File: src/rtl/mem_port_arbiter_if.sv
// Bundle of requester handshakes and memory-side signals for mem_port_arbiter.
// The slave modport is the arbiter's view; master is the requester/memory view.
interface mem_port_arbiter_if #(
  parameter int ADDR_W = 32,
  parameter int DATA_W = 32
);
  logic              p0_req;
  logic              p0_we;
  logic [ADDR_W-1:0] p0_addr;
  logic [DATA_W-1:0] p0_wdata;
  logic              p0_ready;
  logic              p1_req;
  logic              p1_we;
  logic [ADDR_W-1:0] p1_addr;
  logic [DATA_W-1:0] p1_wdata;
  logic              p1_ready;
  logic [DATA_W-1:0] rdata;
  logic              mem_rd;
  logic              mem_wr;
  logic [ADDR_W-1:0] mem_addr;
  logic [DATA_W-1:0] mem_wdata;
  logic [DATA_W-1:0] mem_rdata;
  logic              busy;
  logic              owner;

  modport slave (
    input  p0_req, p0_we, p0_addr, p0_wdata,
    input  p1_req, p1_we, p1_addr, p1_wdata,
    input  mem_rdata,
    output p0_ready, p1_ready, rdata,
    output mem_rd, mem_wr, mem_addr, mem_wdata,
    output busy, owner
  );

  modport master (
    output p0_req, p0_we, p0_addr, p0_wdata,
    output p1_req, p1_we, p1_addr, p1_wdata,
    output mem_rdata,
    input  p0_ready, p1_ready, rdata,
    input  mem_rd, mem_wr, mem_addr, mem_wdata,
    input  busy, owner
  );
endinterface

File: src/rtl/mem_port_arbiter.sv
// Two-port round-robin arbiter with a fixed-latency memory sequencer.
// Define MEM_ARB_CPU_PRIO_EN to make port 0 win every tie (fixed priority).
module mem_port_arbiter #(
  parameter int ADDR_W  = 32,
  parameter int DATA_W  = 32,
  parameter int MEM_LAT = 1
) (
  input  logic              clk,
  input  logic              reset,
  mem_port_arbiter_if.slave bus
);

  typedef enum logic [1:0] {
    IDLE = 2'd0,
    BUSY = 2'd1,
    RESP = 2'd2
  } state_t;

  localparam logic [3:0] LAT_INIT = 4'(MEM_LAT - 1);

  state_t            state_q, state_d;
  logic [3:0]        lat_cnt_q, lat_cnt_d;
  logic              last_grant_q, last_grant_d;
  logic              owner_q, owner_d;
  logic              we_q, we_d;
  logic [ADDR_W-1:0] addr_q, addr_d;
  logic [DATA_W-1:0] wdata_q, wdata_d;
  logic [DATA_W-1:0] rdata_q, rdata_d;
  logic              grant_s;
  logic              win_s;

  always_comb begin
    grant_s = 1'b0;
    win_s   = 1'b0;
    if (bus.p0_req && bus.p1_req) begin
      grant_s = 1'b1;
`ifdef MEM_ARB_CPU_PRIO_EN
      win_s   = 1'b0;
`else
      win_s   = ~last_grant_q;
`endif
    end else if (bus.p0_req) begin
      grant_s = 1'b1;
      win_s   = 1'b0;
    end else if (bus.p1_req) begin
      grant_s = 1'b1;
      win_s   = 1'b1;
    end else begin
      grant_s = 1'b0;
      win_s   = 1'b0;
    end
  end

  always_comb begin
    state_d      = state_q;
    lat_cnt_d    = lat_cnt_q;
    last_grant_d = last_grant_q;
    owner_d      = owner_q;
    we_d         = we_q;
    addr_d       = addr_q;
    wdata_d      = wdata_q;
    rdata_d      = rdata_q;
    case (state_q)
      IDLE: begin
        if (grant_s) begin
          owner_d      = win_s;
          last_grant_d = win_s;
          we_d         = win_s ? bus.p1_we    : bus.p0_we;
          addr_d       = win_s ? bus.p1_addr  : bus.p0_addr;
          wdata_d      = win_s ? bus.p1_wdata : bus.p0_wdata;
          lat_cnt_d    = LAT_INIT;
          state_d      = BUSY;
        end else begin
          state_d = IDLE;
        end
      end
      BUSY: begin
        if (lat_cnt_q == 4'd0) begin
          // Memory data is sampled on the last strobe cycle only.
          if (!we_q) begin
            rdata_d = bus.mem_rdata;
          end else begin
            rdata_d = rdata_q;
          end
          state_d = RESP;
        end else begin
          lat_cnt_d = lat_cnt_q - 4'd1;
        end
      end
      RESP: begin
        state_d = IDLE;
      end
      default: begin
        state_d = IDLE;
      end
    endcase
  end

  always_ff @(posedge clk or posedge reset) begin
    if (reset) begin
      state_q      <= IDLE;
      lat_cnt_q    <= 4'd0;
      last_grant_q <= 1'b1;
      owner_q      <= 1'b1;
      we_q         <= 1'b0;
      addr_q       <= '0;
      wdata_q      <= '0;
      rdata_q      <= '0;
    end else begin
      state_q      <= state_d;
      lat_cnt_q    <= lat_cnt_d;
      last_grant_q <= last_grant_d;
      owner_q      <= owner_d;
      we_q         <= we_d;
      addr_q       <= addr_d;
      wdata_q      <= wdata_d;
      rdata_q      <= rdata_d;
    end
  end

  // Everything below decodes registers only, so an async reset clears strobes at once.
  assign bus.mem_rd    = (state_q == BUSY) && !we_q;
  assign bus.mem_wr    = (state_q == BUSY) && we_q;
  assign bus.mem_addr  = addr_q;
  assign bus.mem_wdata = wdata_q;
  assign bus.p0_ready  = (state_q == RESP) && !owner_q;
  assign bus.p1_ready  = (state_q == RESP) && owner_q;
  assign bus.rdata     = rdata_q;
  assign bus.busy      = (state_q != IDLE);
  assign bus.owner     = owner_q;

endmodule
File: src/flat_wrapper.sv
// flat-port wrapper written by rule: the top's interface ports become plain ports
module mem_port_arbiter_flat 
#(
  parameter int ADDR_W  = 32,
  parameter int DATA_W  = 32,
  parameter int MEM_LAT = 1
)
  (clk, reset, bus_p0_req, bus_p0_we, bus_p0_addr, bus_p0_wdata, bus_p1_req, bus_p1_we, bus_p1_addr, bus_p1_wdata, bus_mem_rdata, bus_p0_ready, bus_p1_ready, bus_rdata, bus_mem_rd, bus_mem_wr, bus_mem_addr, bus_mem_wdata, bus_busy, bus_owner);
  mem_port_arbiter_if #(.ADDR_W(ADDR_W), .DATA_W(DATA_W)) bus_i ();
  input  logic clk;
  input  logic reset;
  input wire logic [$bits(bus_i.p0_req)-1:0] bus_p0_req;
  input wire logic [$bits(bus_i.p0_we)-1:0] bus_p0_we;
  input wire logic [$bits(bus_i.p0_addr)-1:0] bus_p0_addr;
  input wire logic [$bits(bus_i.p0_wdata)-1:0] bus_p0_wdata;
  input wire logic [$bits(bus_i.p1_req)-1:0] bus_p1_req;
  input wire logic [$bits(bus_i.p1_we)-1:0] bus_p1_we;
  input wire logic [$bits(bus_i.p1_addr)-1:0] bus_p1_addr;
  input wire logic [$bits(bus_i.p1_wdata)-1:0] bus_p1_wdata;
  input wire logic [$bits(bus_i.mem_rdata)-1:0] bus_mem_rdata;
  output wire logic [$bits(bus_i.p0_ready)-1:0] bus_p0_ready;
  output wire logic [$bits(bus_i.p1_ready)-1:0] bus_p1_ready;
  output wire logic [$bits(bus_i.rdata)-1:0] bus_rdata;
  output wire logic [$bits(bus_i.mem_rd)-1:0] bus_mem_rd;
  output wire logic [$bits(bus_i.mem_wr)-1:0] bus_mem_wr;
  output wire logic [$bits(bus_i.mem_addr)-1:0] bus_mem_addr;
  output wire logic [$bits(bus_i.mem_wdata)-1:0] bus_mem_wdata;
  output wire logic [$bits(bus_i.busy)-1:0] bus_busy;
  output wire logic [$bits(bus_i.owner)-1:0] bus_owner;
  assign bus_i.p0_req = bus_p0_req;
  assign bus_i.p0_we = bus_p0_we;
  assign bus_i.p0_addr = bus_p0_addr;
  assign bus_i.p0_wdata = bus_p0_wdata;
  assign bus_i.p1_req = bus_p1_req;
  assign bus_i.p1_we = bus_p1_we;
  assign bus_i.p1_addr = bus_p1_addr;
  assign bus_i.p1_wdata = bus_p1_wdata;
  assign bus_i.mem_rdata = bus_mem_rdata;
  assign bus_p0_ready = bus_i.p0_ready;
  assign bus_p1_ready = bus_i.p1_ready;
  assign bus_rdata = bus_i.rdata;
  assign bus_mem_rd = bus_i.mem_rd;
  assign bus_mem_wr = bus_i.mem_wr;
  assign bus_mem_addr = bus_i.mem_addr;
  assign bus_mem_wdata = bus_i.mem_wdata;
  assign bus_busy = bus_i.busy;
  assign bus_owner = bus_i.owner;
  mem_port_arbiter #(.ADDR_W(ADDR_W), .DATA_W(DATA_W), .MEM_LAT(MEM_LAT)) u_core (.clk(clk), .reset(reset), .bus(bus_i));
endmodule
File: config.mk
export PLATFORM = sky130hd
export DESIGN_NAME = mem_port_arbiter_flat
export DESIGN_NICKNAME = d
export VERILOG_FILES = /design/src/rtl/mem_port_arbiter_if.sv /design/src/rtl/mem_port_arbiter.sv /design/src/flat_wrapper.sv
export SDC_FILE = /design/constraint.sdc
export NUM_CORES = 1
export LEC_CHECK = 0
export CORE_MARGIN = 2
export CORE_UTILIZATION = 39
export CTS_CLUSTER_DIAMETER = 80
export DETAILED_ROUTE_END_ITERATION = 7
export MAX_ROUTING_LAYER = met4
export PLACE_DENSITY = 0.79
export SETUP_SLACK_MARGIN = 0.15
export SYNTH_ARGS = -nofsm -noshare
export SYNTH_HDL_FRONTEND = slang
export SYNTH_SLANG_ARGS = --single-unit
File: constraint.sdc
create_clock -name clk -period 4 [get_ports clk]
set_input_delay 1 -clock clk [delete_from_list [all_inputs] [get_ports clk]]
set_output_delay 1 -clock clk [all_outputs]
set_load 0.02 [all_outputs]
# Word level (Yosys, flattened, before mapping)

Cells that the tools add are included.

Register bits: 104
Input port bits: 166
Output and inout bits: 102
Word-level logic and storage cells: 43

Add/sub/neg operators: 1
Equal/unequal tests: 5
Multiplexer cells: 14
Bitwise operators: 2
Reduce and logical (&&, ||, !) cells: 14

Operator list:

| kind                                                                  | number |
|---|---|
| 32-bit 2-to-1 mux                                                     | 2 |
| 4-bit 2-to-1 mux                                                      | 2 |
| 4-bit case mux with 2 select lines                                    | 1 |
| 1-bit 2-to-1 mux                                                      | 7 |
| 3-bit AND reduction                                                   | 2 |
| 1-bit logical AND                                                     | 5 |
| 4-bit logical NOT                                                     | 1 |
| 2-bit by 1-bit != test with 1-bit output, second input constant       | 2 |
| 2-bit case mux with 2 select lines                                    | 1 |
| 2-bit nonzero test                                                    | 2 |
| 4-bit by 1-bit subtractor with 4-bit output, second input constant    | 1 |
| 2-bit by 1-bit equality test with 1-bit output, second input constant | 1 |
| 2-bit equality test, second input constant                            | 1 |
| 1-bit logical NOT                                                     | 2 |
| 2-bit logical NOT                                                     | 1 |
| 2-bit 2-to-1 mux                                                      | 1 |
| 2-bit != test, second input constant                                  | 1 |
| 1-bit NOT                                                             | 2 |
| 2-bit AND reduction                                                   | 1 |

# Longest topological paths before layout

Gate-level depths: netlist of the first run.

Depth after elaboration: 5
Mapped depth: 6
Depth with buffers taken out: 5

# Worst setup path after synthesis of the first run

OpenSTA, ideal clock, no wires.

Path kind: flip-flop to output port
Start: register u_core.state_q[1]
End: output bus_p0_ready
Arrival: 0.996 ns
Required time: 3.000 ns
Path slack: 2.004 ns
Cell stages (with the launch flop): 2
Path buffers: 0
Path through: dfrtp_1 -> nor3b_1

Word-level cells in the longest chain between the ends: 2

Ends and longest elaborated chain:

| element                | line                    | text |
|---|---|---|
| from (decl)            | mem_port_arbiter.sv:21  | `state_t state_q, state_d;` |
| from (signal assigned) | mem_port_arbiter.sv:110 | `state_q <= state_d;` |
| 2-bit equality test    | mem_port_arbiter.sv:126 | `assign bus.p0_ready = (state_q == RESP) && !owner_q;` |
| 1-bit logical AND      | mem_port_arbiter.sv:126 |  |
| to (decl)              | flat_wrapper.sv:21      | `output wire logic [$bits(bus_i.p0_ready)-1:0] bus_p0_ready;` |

Every way passes these cells.

# Worst setup path in the final report of the first run

Start: register u_core.state_q[0]
End: output bus_mem_wr

Word-level cells in the longest chain between the ends: 2

Ends and longest elaborated chain:

| element                                        | line                    | text |
|---|---|---|
| 2-bit by 1-bit equality test with 1-bit output | mem_port_arbiter.sv:123 | `assign bus.mem_wr = (state_q == BUSY) && we_q;` |
| 1-bit logical AND                              | mem_port_arbiter.sv:123 |  |
| to (decl)                                      | flat_wrapper.sv:25      | `output wire logic [$bits(bus_i.mem_wr)-1:0] bus_mem_wr;` |

Every way passes these cells.

==> flow_summary.toml, run 1 <==
[run_status]
status = "finished, final reports clean"

[sta]
max_freq_mhz = 353
timing.final.crit_share = 0.708
maxSlewViolCount = 0
relSlewSlack = 0.296
rsz0062_at_grt = "false"
tightest_slew_ns = 1.05
finalHoldViolCount = 0
finalClockSkew_ns = 0.00472
setup_viol = 0
fin_crit_ns = 2.83
fin_tns_setup_ns = 0

[yosys]
syn_inst = 473
yosysMostFrequentCell = "nand2_1"
synthMuxAreaShare = 0.0996
synth_top_family_by_area = "compound AO/OA/AOI/OAI gates"
synth.distinct_cells = 40
synth_fp_nets = 641
synth_edf_count = 0
synth_common_cells = "130 x nand2_1, 103 x dfrtp_1, 67 x a21oi_1"
synth_compound_gate_area_share = 0.172
yosys_warnings = 0
ys_seq_area_frac = 0.548
yosys.area_share.simple = 0.133
yosys.area.top_type = "dfrtp_1"
yosysTopAreaCellShare = 0.543
synthArstFlopShare = 1.00
synth_area_um2 = 4750
synth_area_leaders = "dfrtp_1 54%, nand2_1 10%, mux2_4 9.5%, a31oi_1 8.7%, a21oi_1 7.1%"
synth_xor_area_frac = 0
synth-seq-cells = 104
synthAdderAreaFrac = 0.00527
synth_ff_type = "dfrtp_1"
avgSynthCellArea_um2 = 10.0

[place]
dp_hpwl_um = 11400
numPortBuffers = 267
dpl_cell_area_um2 = 7530
gp_congestion = 0.847

[worst_setup_path]
worst_r2r_endpoint = "u_core.bus.rdata[28]$_DFFE_PP0P_"
r2r_setup_slack_ns = 1.62
reg2regPathDepth = 5
cp.arrival_ns = 1.83
crit_path_end_kind = "primary output"
critPathLaunchType = "flip-flop"
required_ns = 3.00
r2r_start = "u_core.lat_cnt_q[0]$_DFFE_PP0P_"
criticalPathCategory = "reg -> out"
worst-path-max-fanout = 8

[cells_and_area]
antennaDiodeCount = 0
fin_area_um2 = 7870
area_growth_pct = 65.7
fin_util = 0.658
final_nets = 889
nFillCells = 886
drive_gt1_frac = 0.0895

[global_route]
grt_pass1_wl_um = 24300
grt_max_degree = 68
first_global_vias = 4758
grt-ovfl-total = 0
track_usage = 0.244
antenna_found_initial = 0

[min_path]
hold_path_startpoint = "u_core.bus.rdata[27]$_DFFE_PP0P_"
hold-path-endpoint = "u_core.bus.rdata[27]$_DFFE_PP0P_"
hold-path-cell-count = 1
hold_path_class = "reg -> reg"

[route]
vias = 4698
drt-total-wl_um = 15600
first_pass_iters = 5
drc = 0
wl_per_cell_um = 17.9
via_per_inst = 5.38
ant_nets = 0
drt_iter0_markers = 267

[floorplan]
core_area_um2 = 12000
die-area_um2 = 13100
rows = 40
initial_core_util = 0.397
boundaryPins = 268
die-height_um = 114
fp.dieW_um = 114

[cts]
h-tree-depth = 3
cts_resized = 0
cts_tree = "done"
clockBufferDepth = 2
cts_buffers = 9
clk_pin_slew_worst_paths_ns = 0.07
cts_setup_buffers = 0
root_buffer = "clkbuf_16"
insertion_delay_ns = 0.34
postCtsHoldBufs = 0
cts_sinks = 104

[run]
drv_cap = 0

[power]
p_leak_nw = 3.33
irDropWorstVdd_v = 0.000376
p_total_mw = 6.44
power_density_nw_per_um2 = 818
[where the power goes]
| group | internal, mW | leakage (nW) | total [mW] | switching [mW] |
|---|---|---|---|---|
| Combinational | 1.71 | 1.98 | 3.49 | 1.79 |
| Sequential | 1.60 | 1.19 | 1.95 | 0.347 |
| Clock | 0.610 | 0.162 | 0.994 | 0.384 |
| Total | 3.92 | 3.33 | 6.44 | 2.52 |
[per-layer routing]
layer  wire [µm]  track usage  part of all wire
met5           0            -                 0
met4         415       0.0927             0.027
met3        1210       0.0561             0.078
met2        7810        0.407              0.50
met1        6170        0.289              0.40
[worst max-delay path by stage]
stage | end | slack [ns] | startpoint
detailed placement | u_core.bus.mem_wdata[24]$_DFFE_PP0P_ | 0.87 | bus_p0_req
global route | bus_mem_wr | 1.10 | u_core.state_q[0]$_DFFE_PP0P_
finish | bus_mem_wr | 1.17 | u_core.state_q[0]$_DFFE_PP0P_
CTS | bus_mem_wr | 1.15 | u_core.state_q[0]$_DFFE_PP0P_
global placement | u_core.bus.mem_wdata[5]$_DFFE_PP0P_ | 0.98 | bus_p0_req
floorplan | u_core.bus.mem_addr[0]$_DFFE_PP0P_ | 0.27 | reset
[state kept, by name (all words and copies together) (netlist names)]
name,cells
u_core.state_q,2
u_core.we_q,1
u_core.lat_cnt_q,4
u_core.last_grant_q,1
u_core.bus.rdata,32
u_core.bus.mem_wdata,32
u_core.bus.mem_addr,32
[cell usage in the layout, fill, tap and decap left out, types with 2 or more instances in the layout]
cell / Yosys / final
clkbuf_16: 0 / 9
bufinv_16: 0 / 3
mux2_1: 2 / 2
clkinv_2: 0 / 2
nor2b_1: 2 / 2
dfrtp_1: 103 / 103
a21oi_1: 67 / 67
a31oi_1: 66 / 66
nor2_4: 0 / 2
buf_12: 0 / 2
buf_4: 1 / 6
mux2_4: 30 / 30
ha_1: 2 / 2
nand2_1: 130 / 130
clkdlybuf4s50_1: 0 / 267
and2_1: 2 / 2
nor2_1: 3 / 2
inv_1: 4 / 3
[critical path, stage by stage, from the launching register on]
cell and delay (ns):
dfrtp_1 0.49, nor2b_1 0.24, and2_1 0.15, clkdlybuf4s50_1 0.61
[final cells by class]
cell class	count	area [µm²]	share of cell area
clock buffer	10	229	0.0291
clock inverter	6	108	0.0137
inverter	5	21.3	0.00270
multi-input combinational	326	1970	0.250
sequential	104	2600	0.331
tap	147	184	0.0234
timing repair buffer	275	2760	0.350
[logic make-up after synthesis]
kind of cell,count (synthesis)
AOI/OAI and AO/OA,142
adders and majority gates,2
buffers and inverters,43
DFF,104
muxes,32
and+or+nand+nor,150
[metrics by stage]
| step | instances | hold WS (ns) | setup slack [ns] |
|---|---|---|---|
| after floorplan | 473 | 0.533 | 0.269 |
| after global placement | 857 | 0.480 | 0.983 |
| final | 873 | 0.506 | 1.17 |
| after CTS | 873 | 0.511 | 1.15 |
| after global routing | 873 | 0.520 | 1.10 |
| after detailed placement | 857 | 0.492 | 0.868 |
No activity file was read; power rests on OpenSTA's default activity.
==> inputs of run 2 (changes only) <==
- clock period: 4 -> 2.9 ns (I/O delays scaled with it)
==> flow_summary.toml, run 2 (synthesized netlist as in run 1, its figures left out) <==
[sta]
tightest_slew_ns = 0.736
maxSlewViolCount = 0
fin_tns_setup_ns = 0
max_freq_mhz = 394
rsz0062_at_grt = "false"
relSlewSlack = 0.509
setup_viol = 0
finalClockSkew_ns = 0.00816
finalHoldViolCount = 0
fin_crit_ns = 2.54
timing.final.crit_share = 0.875

[cells_and_area]
final_common_cell = "clkdlybuf4s50_1"
antennaDiodeCount = 0
drive_gt1_frac = 0.0959
final_nets = 893
area_growth_pct = 65.8
nFillCells = 949
final_cell_mix = "267 x clkdlybuf4s50_1, 130 x nand2_1, 103 x dfrtp_1"

[cts]
cts_resized = 0
cts_setup_buffers = 0
h-tree-depth = 3
clk_pin_slew_worst_paths_ns = 0.07
insertion_delay_ns = 0.34
cts_tree = "done"
clockBufferDepth = 2
cts_buffers = 9
cts_sinks = 104
root_buffer = "clkbuf_16"
postCtsHoldBufs = 0

[worst_setup_path]
worst-path-max-fanout = 8
crit_slowest_cell = "clkdlybuf4s50_1"
critPathBufInv = 1
crit_path_end_kind = "primary output"
cp_top_family = "buffers and inverters"
cpPeakStageDelay_ns = 0.63
critPathLaunchType = "flip-flop"
criticalPathCategory = "reg -> out"
required_ns = 2.17
crit_chain = "nor2b_1 > and2_1 > clkdlybuf4s50_1"
cp.arrival_ns = 1.81

[route]
first_pass_iters = 6
via_per_inst = 5.29
vias = 4635
wl_per_cell_um = 17.4
drt_iter0_markers = 289
ant_nets = 0
drc = 0
drt-total-wl_um = 15300

[floorplan]
fp.dieW_um = 114
die-height_um = 114
initial_core_util = 0.397
die-area_um2 = 13100
core_area_um2 = 12000
boundaryPins = 268
rows = 40

[min_path]
hold_path_class = "reg -> reg"

[global_route]
grt_pass1_wl_um = 23400
grt_max_degree = 68
track_usage = 0.235
first_global_vias = 4663
grt-ovfl-total = 0
antenna_found_initial = 0

[run_status]
status = "finished, final reports clean"

[power]
p_leak_nw = 3.33
swShare = 0.398
irDropWorstVdd_v = 0.000617
pwr-share-clk = 0.142
comb_power_share = 0.551
p_int_mw = 5.25
p_sw_mw = 3.47
power_density_nw_per_um2 = 1110
seq_power_share = 0.307
p_total_mw = 8.72

[place]
gp_congestion = 0.834
numPortBuffers = 267
dp_hpwl_um = 11200

[run]
drv_cap = 0
## run 2: metal layers
layer / vias to the layer above / track usage / part of all wire
met5: - / - / 0
met3: 33 / 0.0376 / 0.063
met2: 230 / 0.394 / 0.50
met1: 2209 / 0.282 / 0.41
li1: 2163 / - / -
met4: 0 / 0.100 / 0.026
## run 2: final timing paths
kind / startpoint / to / slack [ns] / cells after the start
max in group asynchronous: reset / u_core.last_grant_q$_DFFE_PP1P_ / 1.42 / 3
min in group asynchronous: reset / u_core.bus.rdata[7]$_DFFE_PP0P_ / 0.82 / 2
hold reg to reg: u_core.bus.rdata[9]$_DFFE_PP0P_ / u_core.bus.rdata[9]$_DFFE_PP0P_ / 0.51 / 1
setup / recovery: u_core.state_q[0]$_DFFE_PP0P_ / bus_mem_wr / 0.36 / 3
hold / removal: u_core.bus.rdata[9]$_DFFE_PP0P_ / u_core.bus.rdata[9]$_DFFE_PP0P_ / 0.51 / 1
setup reg to reg: u_core.lat_cnt_q[0]$_DFFE_PP0P_ / u_core.bus.rdata[27]$_DFFE_PP0P_ / 0.93 / 6
## run 2: layout make-up
cell class | count | area, µm² | area share
Sequential cell | 104 | 2600 | 0.331
Inverter | 5 | 22.5 | 0.00286
Tap cell | 147 | 184 | 0.0234
Clock inverter | 6 | 67.6 | 0.00858
Clock buffer | 10 | 239 | 0.0304
Timing Repair Buffer | 279 | 2790 | 0.354
Multi-Input combinational cell | 326 | 1970 | 0.250
## run 2: power by group through the flow
stage / clock network [mW] / logic (mW) / registers, mW
finish: 1.24 / 4.81 / 2.67
floorplan: 0 / 1.83 / 3.48
detailed placement: 0 / 4.81 / 2.69
CTS: 1.28 / 4.83 / 2.67
global route: 1.34 / 5.10 / 2.76
global placement: 0 / 4.71 / 2.65
## run 2: metrics by stage
stage | instance area [µm²] | hold WS (ns) | utilization | cells | worst slack, ns
global route | 7870 | 0.516 | 0.658 | 877 | 0.262
finish | 7870 | 0.508 | 0.658 | 877 | 0.363
CTS | 7870 | 0.510 | 0.658 | 877 | 0.355
detailed placement | 7570 | 0.488 | 0.633 | 861 | 0.550
global placement | 7570 | 0.473 | 0.633 | 861 | 0.589
floorplan | 4750 | 0.533 | - | 473 | 0.930
